===== config.mk =====
export PLATFORM = sky130hd
export DESIGN_NAME = flag_hazard_ctrl_flat
export DESIGN_NICKNAME = d
export VERILOG_FILES = /design/src/rtl/flag_hazard_ctrl_pkg.sv /design/src/rtl/flag_hazard_ctrl_if.sv /design/src/rtl/flag_hazard_ctrl_cond_eval.sv /design/src/rtl/flag_hazard_ctrl.sv /design/src/flat_wrapper.sv
export SDC_FILE = /design/constraint.sdc
export NUM_CORES = 1
export LEC_CHECK = 0
export ABC_AREA = 1
export CAP_MARGIN = 20
export CORE_AREA = 10 10 47 49
export DETAILED_ROUTE_END_ITERATION = 10
export DIE_AREA = 0 0 57 59
export GPL_TIMING_DRIVEN = 0
export PLACE_DENSITY = 0.8
export SKIP_CTS_REPAIR_TIMING = 1
export SLEW_MARGIN = 20
export SYNTH_ARGS = -nofsm -noshare
export SYNTH_HDL_FRONTEND = slang
export SYNTH_HIERARCHICAL = 1
export SYNTH_SLANG_ARGS = --single-unit

===== constraint.sdc =====
create_clock -name clk -period 1.45 [get_ports clk]
set_input_delay 0.3625 -clock clk [delete_from_list [all_inputs] [get_ports clk]]
set_output_delay 0.3625 -clock clk [all_outputs]
set_load 0.02 [all_outputs]

===== src/rtl/flag_hazard_ctrl_pkg.sv =====
// Purpose: shared condition-code encodings and NZVC flag struct for ALU, flag register and hazard control.
// Latency: n/a (types and constants only).
// Backpressure: n/a.
// Contents: COND_* 4-bit ARM condition encodings, flags_t {n,z,v,c}, resolution FSM state type.
package flag_hazard_ctrl_pkg;

  localparam int COND_BITS = 4;

  localparam logic [COND_BITS-1:0] COND_EQ = 4'b0000;
  localparam logic [COND_BITS-1:0] COND_NE = 4'b0001;
  localparam logic [COND_BITS-1:0] COND_CS = 4'b0010;
  localparam logic [COND_BITS-1:0] COND_CC = 4'b0011;
  localparam logic [COND_BITS-1:0] COND_MI = 4'b0100;
  localparam logic [COND_BITS-1:0] COND_PL = 4'b0101;
  localparam logic [COND_BITS-1:0] COND_VS = 4'b0110;
  localparam logic [COND_BITS-1:0] COND_VC = 4'b0111;
  localparam logic [COND_BITS-1:0] COND_HI = 4'b1000;
  localparam logic [COND_BITS-1:0] COND_LS = 4'b1001;
  localparam logic [COND_BITS-1:0] COND_GE = 4'b1010;
  localparam logic [COND_BITS-1:0] COND_LT = 4'b1011;
  localparam logic [COND_BITS-1:0] COND_GT = 4'b1100;
  localparam logic [COND_BITS-1:0] COND_LE = 4'b1101;
  localparam logic [COND_BITS-1:0] COND_AL = 4'b1110;
  localparam logic [COND_BITS-1:0] COND_NV = 4'b1111;

  typedef struct packed {
    logic n;
    logic z;
    logic v;
    logic c;
  } flags_t;

  typedef enum logic {
    ST_IDLE = 1'b0,
    ST_HELD = 1'b1
  } res_state_e;

endpackage


===== src/rtl/flag_hazard_ctrl_if.sv =====
// Purpose: bundle of ID/EX control, ALU/stored flags and hazard-control results.
// Latency: n/a (wiring only).
// Backpressure: stall_in freezes ID/EX; stall_id asks the pipeline to hold ID.
// Modports: master = pipeline side (drives ID/EX/flags, sees results); slave = flag_hazard_ctrl.
interface flag_hazard_ctrl_if #(
  parameter int COND_W = 4
);
  logic              id_valid;
  logic              id_sets_flags;
  logic              id_is_bcond;
  logic [COND_W-1:0] id_cond;
  logic              stall_in;
  logic              flush_ex;
  logic              alu_negative;
  logic              alu_zero;
  logic              alu_overflow;
  logic              alu_carry_out;
  logic              negativeC;
  logic              zeroC;
  logic              overflowC;
  logic              carry_outC;
  logic              flag_en;
  logic              stall_id;
  logic              bcond_taken;
  logic              bcond_resolved;
  logic              ex_sets_flags;

  modport master (
    output id_valid, id_sets_flags, id_is_bcond, id_cond, stall_in, flush_ex,
    output alu_negative, alu_zero, alu_overflow, alu_carry_out,
    output negativeC, zeroC, overflowC, carry_outC,
    input  flag_en, stall_id, bcond_taken, bcond_resolved, ex_sets_flags
  );

  modport slave (
    input  id_valid, id_sets_flags, id_is_bcond, id_cond, stall_in, flush_ex,
    input  alu_negative, alu_zero, alu_overflow, alu_carry_out,
    input  negativeC, zeroC, overflowC, carry_outC,
    output flag_en, stall_id, bcond_taken, bcond_resolved, ex_sets_flags
  );

endinterface


===== src/rtl/flag_hazard_ctrl_cond_eval.sv =====
// Purpose: evaluate an ARM condition code against NZVC flags.
// Latency: combinational, zero cycles.
// Backpressure: none.
// Ports: flags (flags_t) and cond in, taken out.
module cond_eval
  import flag_hazard_ctrl_pkg::*;
#(
  parameter int COND_W = 4
) (
  input  flags_t            flags,
  input  logic [COND_W-1:0] cond,
  output logic              taken
);

  always_comb begin
    taken = 1'b0;
    case (cond)
      COND_EQ: taken = flags.z;
      COND_NE: taken = ~flags.z;
      COND_CS: taken = flags.c;
      COND_CC: taken = ~flags.c;
      COND_MI: taken = flags.n;
      COND_PL: taken = ~flags.n;
      COND_VS: taken = flags.v;
      COND_VC: taken = ~flags.v;
      COND_HI: taken = flags.c & ~flags.z;
      COND_LS: taken = ~flags.c | flags.z;
      COND_GE: taken = (flags.n == flags.v);
      COND_LT: taken = (flags.n != flags.v);
      COND_GT: taken = ~flags.z & (flags.n == flags.v);
      COND_LE: taken = flags.z | (flags.n != flags.v);
      COND_AL: taken = 1'b1;
      COND_NV: taken = 1'b1;
      default: taken = 1'b0;
    endcase
  end

endmodule


===== src/rtl/flag_hazard_ctrl.sv =====
// Purpose: track the flag setter in EX, write the flag register once, forward/stall B.cond in ID.
// Latency: B.cond resolves combinationally in ID; flag write lands on the edge the setter leaves EX.
// Backpressure: stall_in freezes EX tracking and the resolve FSM; stall_id holds ID when not forwarding.
// Ports: clk, reset (sync, active-high), bus (flag_hazard_ctrl_if.slave).
module flag_hazard_ctrl
  import flag_hazard_ctrl_pkg::*;
#(
  parameter int FORWARD = 1,
  parameter int COND_W  = 4
) (
  input  logic               clk,
  input  logic               reset,
  flag_hazard_ctrl_if.slave  bus
);

  localparam logic FWD = (FORWARD != 0);

  logic       ex_sets_flags_q;
  res_state_e state;
  logic       bcond_in_id;
  logic       stall_id;
  logic       resolve;
  logic       cond_true;
  flags_t     alu_flags;
  flags_t     stored_flags;
  flags_t     eval_flags;

  assign alu_flags    = flags_t'({bus.alu_negative, bus.alu_zero, bus.alu_overflow, bus.alu_carry_out});
  assign stored_flags = flags_t'({bus.negativeC, bus.zeroC, bus.overflowC, bus.carry_outC});

  assign bcond_in_id = bus.id_valid & bus.id_is_bcond;

  // Without forwarding, a B.cond behind a setter must wait for the stored flags.
  assign stall_id = bcond_in_id & ex_sets_flags_q & ~FWD;

  // When not forwarding, ex_sets_flags_q=1 always coincides with stall_id, so the
  // stored flags are only consumed once the setter has retired.
  assign eval_flags = (ex_sets_flags_q && FWD) ? alu_flags : stored_flags;

  cond_eval #(
    .COND_W (COND_W)
  ) u_cond_eval (
    .flags (eval_flags),
    .cond  (bus.id_cond),
    .taken (cond_true)
  );

  // Resolution only from IDLE: a B.cond frozen by stall_in was already resolved
  // and sits in HELD until ID advances. Masked by reset so outputs stay quiet.
  assign resolve = (state == ST_IDLE) & bcond_in_id & ~stall_id & ~reset;

  always_ff @(posedge clk) begin
    if (reset) begin
      ex_sets_flags_q <= 1'b0;
      state           <= ST_IDLE;
    end else begin
      // stall_in has priority over both the bubble and flush.
      if (!bus.stall_in) begin
        if (stall_id || bus.flush_ex) begin
          ex_sets_flags_q <= 1'b0;
        end else begin
          ex_sets_flags_q <= bus.id_valid & bus.id_sets_flags;
        end
      end

      case (state)
        ST_IDLE: if (resolve && bus.stall_in) state <= ST_HELD;
        ST_HELD: if (!bus.stall_in) state <= ST_IDLE;
        default: state <= ST_IDLE;
      endcase
    end
  end

  // A setter held in EX by stall_in must not rewrite; the write goes out on release.
  assign bus.flag_en        = ex_sets_flags_q & ~bus.stall_in;
  assign bus.stall_id       = stall_id;
  assign bus.bcond_resolved = resolve;
  assign bus.bcond_taken    = resolve & cond_true;
  assign bus.ex_sets_flags  = ex_sets_flags_q;

endmodule


===== src/flat_wrapper.sv =====
// flat-port wrapper written by rule: the top's interface ports become plain ports
module flag_hazard_ctrl_flat import flag_hazard_ctrl_pkg::*;
#(
  parameter int FORWARD = 1,
  parameter int COND_W  = 4
)
  (clk, reset, bus_id_valid, bus_id_sets_flags, bus_id_is_bcond, bus_id_cond, bus_stall_in, bus_flush_ex, bus_alu_negative, bus_alu_zero, bus_alu_overflow, bus_alu_carry_out, bus_negativeC, bus_zeroC, bus_overflowC, bus_carry_outC, bus_flag_en, bus_stall_id, bus_bcond_taken, bus_bcond_resolved, bus_ex_sets_flags);
  flag_hazard_ctrl_if #(.COND_W(COND_W)) bus_i ();
  input  logic clk;
  input  logic reset;
  input wire logic [$bits(bus_i.id_valid)-1:0] bus_id_valid;
  input wire logic [$bits(bus_i.id_sets_flags)-1:0] bus_id_sets_flags;
  input wire logic [$bits(bus_i.id_is_bcond)-1:0] bus_id_is_bcond;
  input wire logic [$bits(bus_i.id_cond)-1:0] bus_id_cond;
  input wire logic [$bits(bus_i.stall_in)-1:0] bus_stall_in;
  input wire logic [$bits(bus_i.flush_ex)-1:0] bus_flush_ex;
  input wire logic [$bits(bus_i.alu_negative)-1:0] bus_alu_negative;
  input wire logic [$bits(bus_i.alu_zero)-1:0] bus_alu_zero;
  input wire logic [$bits(bus_i.alu_overflow)-1:0] bus_alu_overflow;
  input wire logic [$bits(bus_i.alu_carry_out)-1:0] bus_alu_carry_out;
  input wire logic [$bits(bus_i.negativeC)-1:0] bus_negativeC;
  input wire logic [$bits(bus_i.zeroC)-1:0] bus_zeroC;
  input wire logic [$bits(bus_i.overflowC)-1:0] bus_overflowC;
  input wire logic [$bits(bus_i.carry_outC)-1:0] bus_carry_outC;
  output wire logic [$bits(bus_i.flag_en)-1:0] bus_flag_en;
  output wire logic [$bits(bus_i.stall_id)-1:0] bus_stall_id;
  output wire logic [$bits(bus_i.bcond_taken)-1:0] bus_bcond_taken;
  output wire logic [$bits(bus_i.bcond_resolved)-1:0] bus_bcond_resolved;
  output wire logic [$bits(bus_i.ex_sets_flags)-1:0] bus_ex_sets_flags;
  assign bus_i.id_valid = bus_id_valid;
  assign bus_i.id_sets_flags = bus_id_sets_flags;
  assign bus_i.id_is_bcond = bus_id_is_bcond;
  assign bus_i.id_cond = bus_id_cond;
  assign bus_i.stall_in = bus_stall_in;
  assign bus_i.flush_ex = bus_flush_ex;
  assign bus_i.alu_negative = bus_alu_negative;
  assign bus_i.alu_zero = bus_alu_zero;
  assign bus_i.alu_overflow = bus_alu_overflow;
  assign bus_i.alu_carry_out = bus_alu_carry_out;
  assign bus_i.negativeC = bus_negativeC;
  assign bus_i.zeroC = bus_zeroC;
  assign bus_i.overflowC = bus_overflowC;
  assign bus_i.carry_outC = bus_carry_outC;
  assign bus_flag_en = bus_i.flag_en;
  assign bus_stall_id = bus_i.stall_id;
  assign bus_bcond_taken = bus_i.bcond_taken;
  assign bus_bcond_resolved = bus_i.bcond_resolved;
  assign bus_ex_sets_flags = bus_i.ex_sets_flags;
  flag_hazard_ctrl #(.FORWARD(FORWARD), .COND_W(COND_W)) u_core (.clk(clk), .reset(reset), .bus(bus_i));
endmodule

==> reports/metrics.cfg <==
[routing]
wl_per_cell_um = 10.96
drc = 0
m1WireLength_um = 551
topRoutingLayerUsed = met4
wl_met3_um = 150
wl_um = 1436
num_vias = 585
routed_via_density = 4.466
firstDrtPassIters = 4
drt-initial-drc-count = 5
wl_met2_um = 703
final_antenna_net_count = 0

[floorplanning]
die_w_um = 57
start_util_pct = 29.29
ioPinCount = 24
core_sq_um = 1401
die-height_um = 59
dieArea_sq_um = 3363
num_rows = 14

[placed_design]
dp.cells = 124
finalWeightedCongestion = 0.7660
dpl_cell_area_sq_um = 661.9
preCtsSetupSlack_ns = -1.146
hpwl_um = 1024
portBuffers = 22

[yosys]
yosys_register_bits = 2
yosysWarningCount = 6
yosysTopAreaCell = nand2_1
netlist_area_sq_um = 410.4
synth.avg_cell_area_sq_um = 4.772
yosysSeqAreaShare_pct = 9.756
syn-num-nets = 105
yosys-top-cells-area = nand2_1 34%, inv_1 11%, dfxtp_1 9.8%, nand3_1 9.8%, nor2_2 9.1%
syn-instance-count = 86
ys_types = 16
synthDominantCellAreaShare_pct = 33.84

[clocking]
cts_tree = yes
cts.sinks = 2
cts_made_buffers = 3
clk_latency_ns = 0.24
h-tree-depth = 1
root_buffer = clkbuf_4
clk_pin_slew_ns = 0.04
cts.path.max_buffers = 2

[global_route]
grt_pass1_wl_um = 2007
grt_pass1_vias = 535
grt-ovfl-total = 0
grt_max_degree = 8
antenna_found_initial = 0
grt_use_total_pct = 7.300

[pwr]
comb_power_share_pct = 45.3
total_power_uw = 372.3
clkPwrFrac_pct = 39.4
p_sw_share_pct = 35.28
pwr-share-seq_pct = 15.3
internal_power_uw = 241.0
powerDensity_nw_per_um2 = 475.3
leakagePower_uw = 0.0005274
p_switching_uw = 131.3
ir_drop_mv = 0.5402

[critical_path]
path_max_fanout = 4
r2r_slack_ns = 0.73
crit_arrival_ns = 1.62
r2r_end = u_core/bus.ex_sets_flags
startpoint_type = register
critical_path_class = reg -> out
worst_setup_path_end_kind = output port
reg2regPathDepth = 3
r2r-start = u_core/bus.ex_sets_flags
worst_ep_required_time_ns = 1.09

[timing]
setup_viol = 2
timing.final.ws_setup_ns = -0.5324
rsz0062_at_grt = true
fmax_mhz = 504.5
slew_violations = 0
fin_skew_ns = 0
hold_slack_ns = 0.4305
period_minus_slack_ns = 1.982
post-route-period-util_pct = 136.7
hold_viol = 0

[run]
maxCapViolCount = 0

[finish]
fin_nets = 135
diodes = 0
area_growth_syn_to_layout_pct = 90.85
final_cell_mix = 24 x nand2_1, 15 x dlymetal6s2s_1, 13 x nand2_2
drive_above_1_share_pct = 33.91
final_common_cell = nand2_1
finish.instance_area_sq_um = 783.3
fin_cells = 131

[status]
violations = setup timing
status = finished, violations left

[min_path]
hold_end = u_core/bus.ex_sets_flags
min_from = bus_id_valid
worstHoldPathType = in -> reg
hold_path_depth = 3

[how the worst max path moves through the flow]
| stage | from | cells after the start | slack [ns] | to |
|---|---|---|---|---|
| after floorplan | u_core/bus.ex_sets_flags | 12 | -0.11 | bus_bcond_taken |
| final | u_core/bus.ex_sets_flags | 12 | -0.53 | bus_bcond_taken |
| after CTS | bus_id_cond[0] | 12 | -1.15 | bus_bcond_taken |
| after global placement | bus_id_cond[1] | 11 | -1.13 | bus_bcond_taken |
| after global routing | u_core/bus.ex_sets_flags | 12 | -0.63 | bus_bcond_taken |
| after detailed placement | bus_id_cond[0] | 12 | -1.15 | bus_bcond_taken |
[cells by family (layout without fill, tap and decap cells)]
logic type             Yosys count  after routing  share of synthesized area (%)
AO/OA/AOI/OAI                    2              2                          3.048
buffers and inverters           17             46                          16.46
flip-flops                       2              2                          9.756
other                            1              1                         0.9138
AND/OR/NAND/NOR                 64             64                          69.82
[area by class of cell]
class | count | area [sq um]
Timing Repair Buffer | 25 | 276.5
Inverter | 16 | 62.56
Buffer | 1 | 7.507
Sequential cell | 2 | 43.79
Multi-Input combinational cell | 67 | 346.6
Tap cell | 16 | 20.02
Clock buffer | 4 | 26.28
Fill cell | 149 | 618.1
[power by group through the flow]
| stage | registers [uW] | logic (uW) | clock network [uW] |
|---|---|---|---|
| after floorplan | 58.6 | 76.9 | 0 |
| after global placement | 58.0 | 150 | 0 |
| after detailed placement | 58.0 | 152 | 0 |
| after CTS | 57.2 | 153 | 152 |
| after global routing | 57.1 | 188 | 150 |
| final | 56.9 | 169 | 147 |
[layer usage]
layer  track usage, %  up-vias
li1                 -      312
met1            6.999      246
met2            11.78       23
met3            4.077        4
met4            5.034        0
met5                0        -
[sequential cells by signal, summed over array words and instances (netlist names)]
register	flops
u_core/state	1
u_core/bus.ex_sets_flags	1
[cell usage after synthesis]
master    instances
nand4_1           1
nand3_2           1
inv_2             2
dfxtp_1           2
inv_1            12
conb_1            1
nand4_2           1
clkinv_1          2
nand2_1          37
nor2_2            6
o21bai_1          1
nand3b_1          1
nand3_1           8
a21oi_1           1
nor2_1            9
buf_4             1
[critical path, cell delays in order, from the launching register on]
cell	delay, ns
dfxtp_4	0.35
buf_4	0.15
nand2_2	0.06
nand2_2	0.07
a21oi_2	0.13
nor2_1	0.05
nand2_1	0.06
nand2_1	0.06
nor2_2	0.12
nand4_2	0.10
inv_2	0.08
nor2_4	0.03
buf_6	0.12
[stage by stage]
stage                     TNS, ns  util, %
after global routing      -0.8742    55.89
after detailed placement   -2.253    47.23
after CTS                  -2.463    49.11
after floorplan           -0.1118        -
final                     -0.7078    55.89
after global placement     -2.241    47.23
No activity file was read; power rests on OpenSTA's default activity.
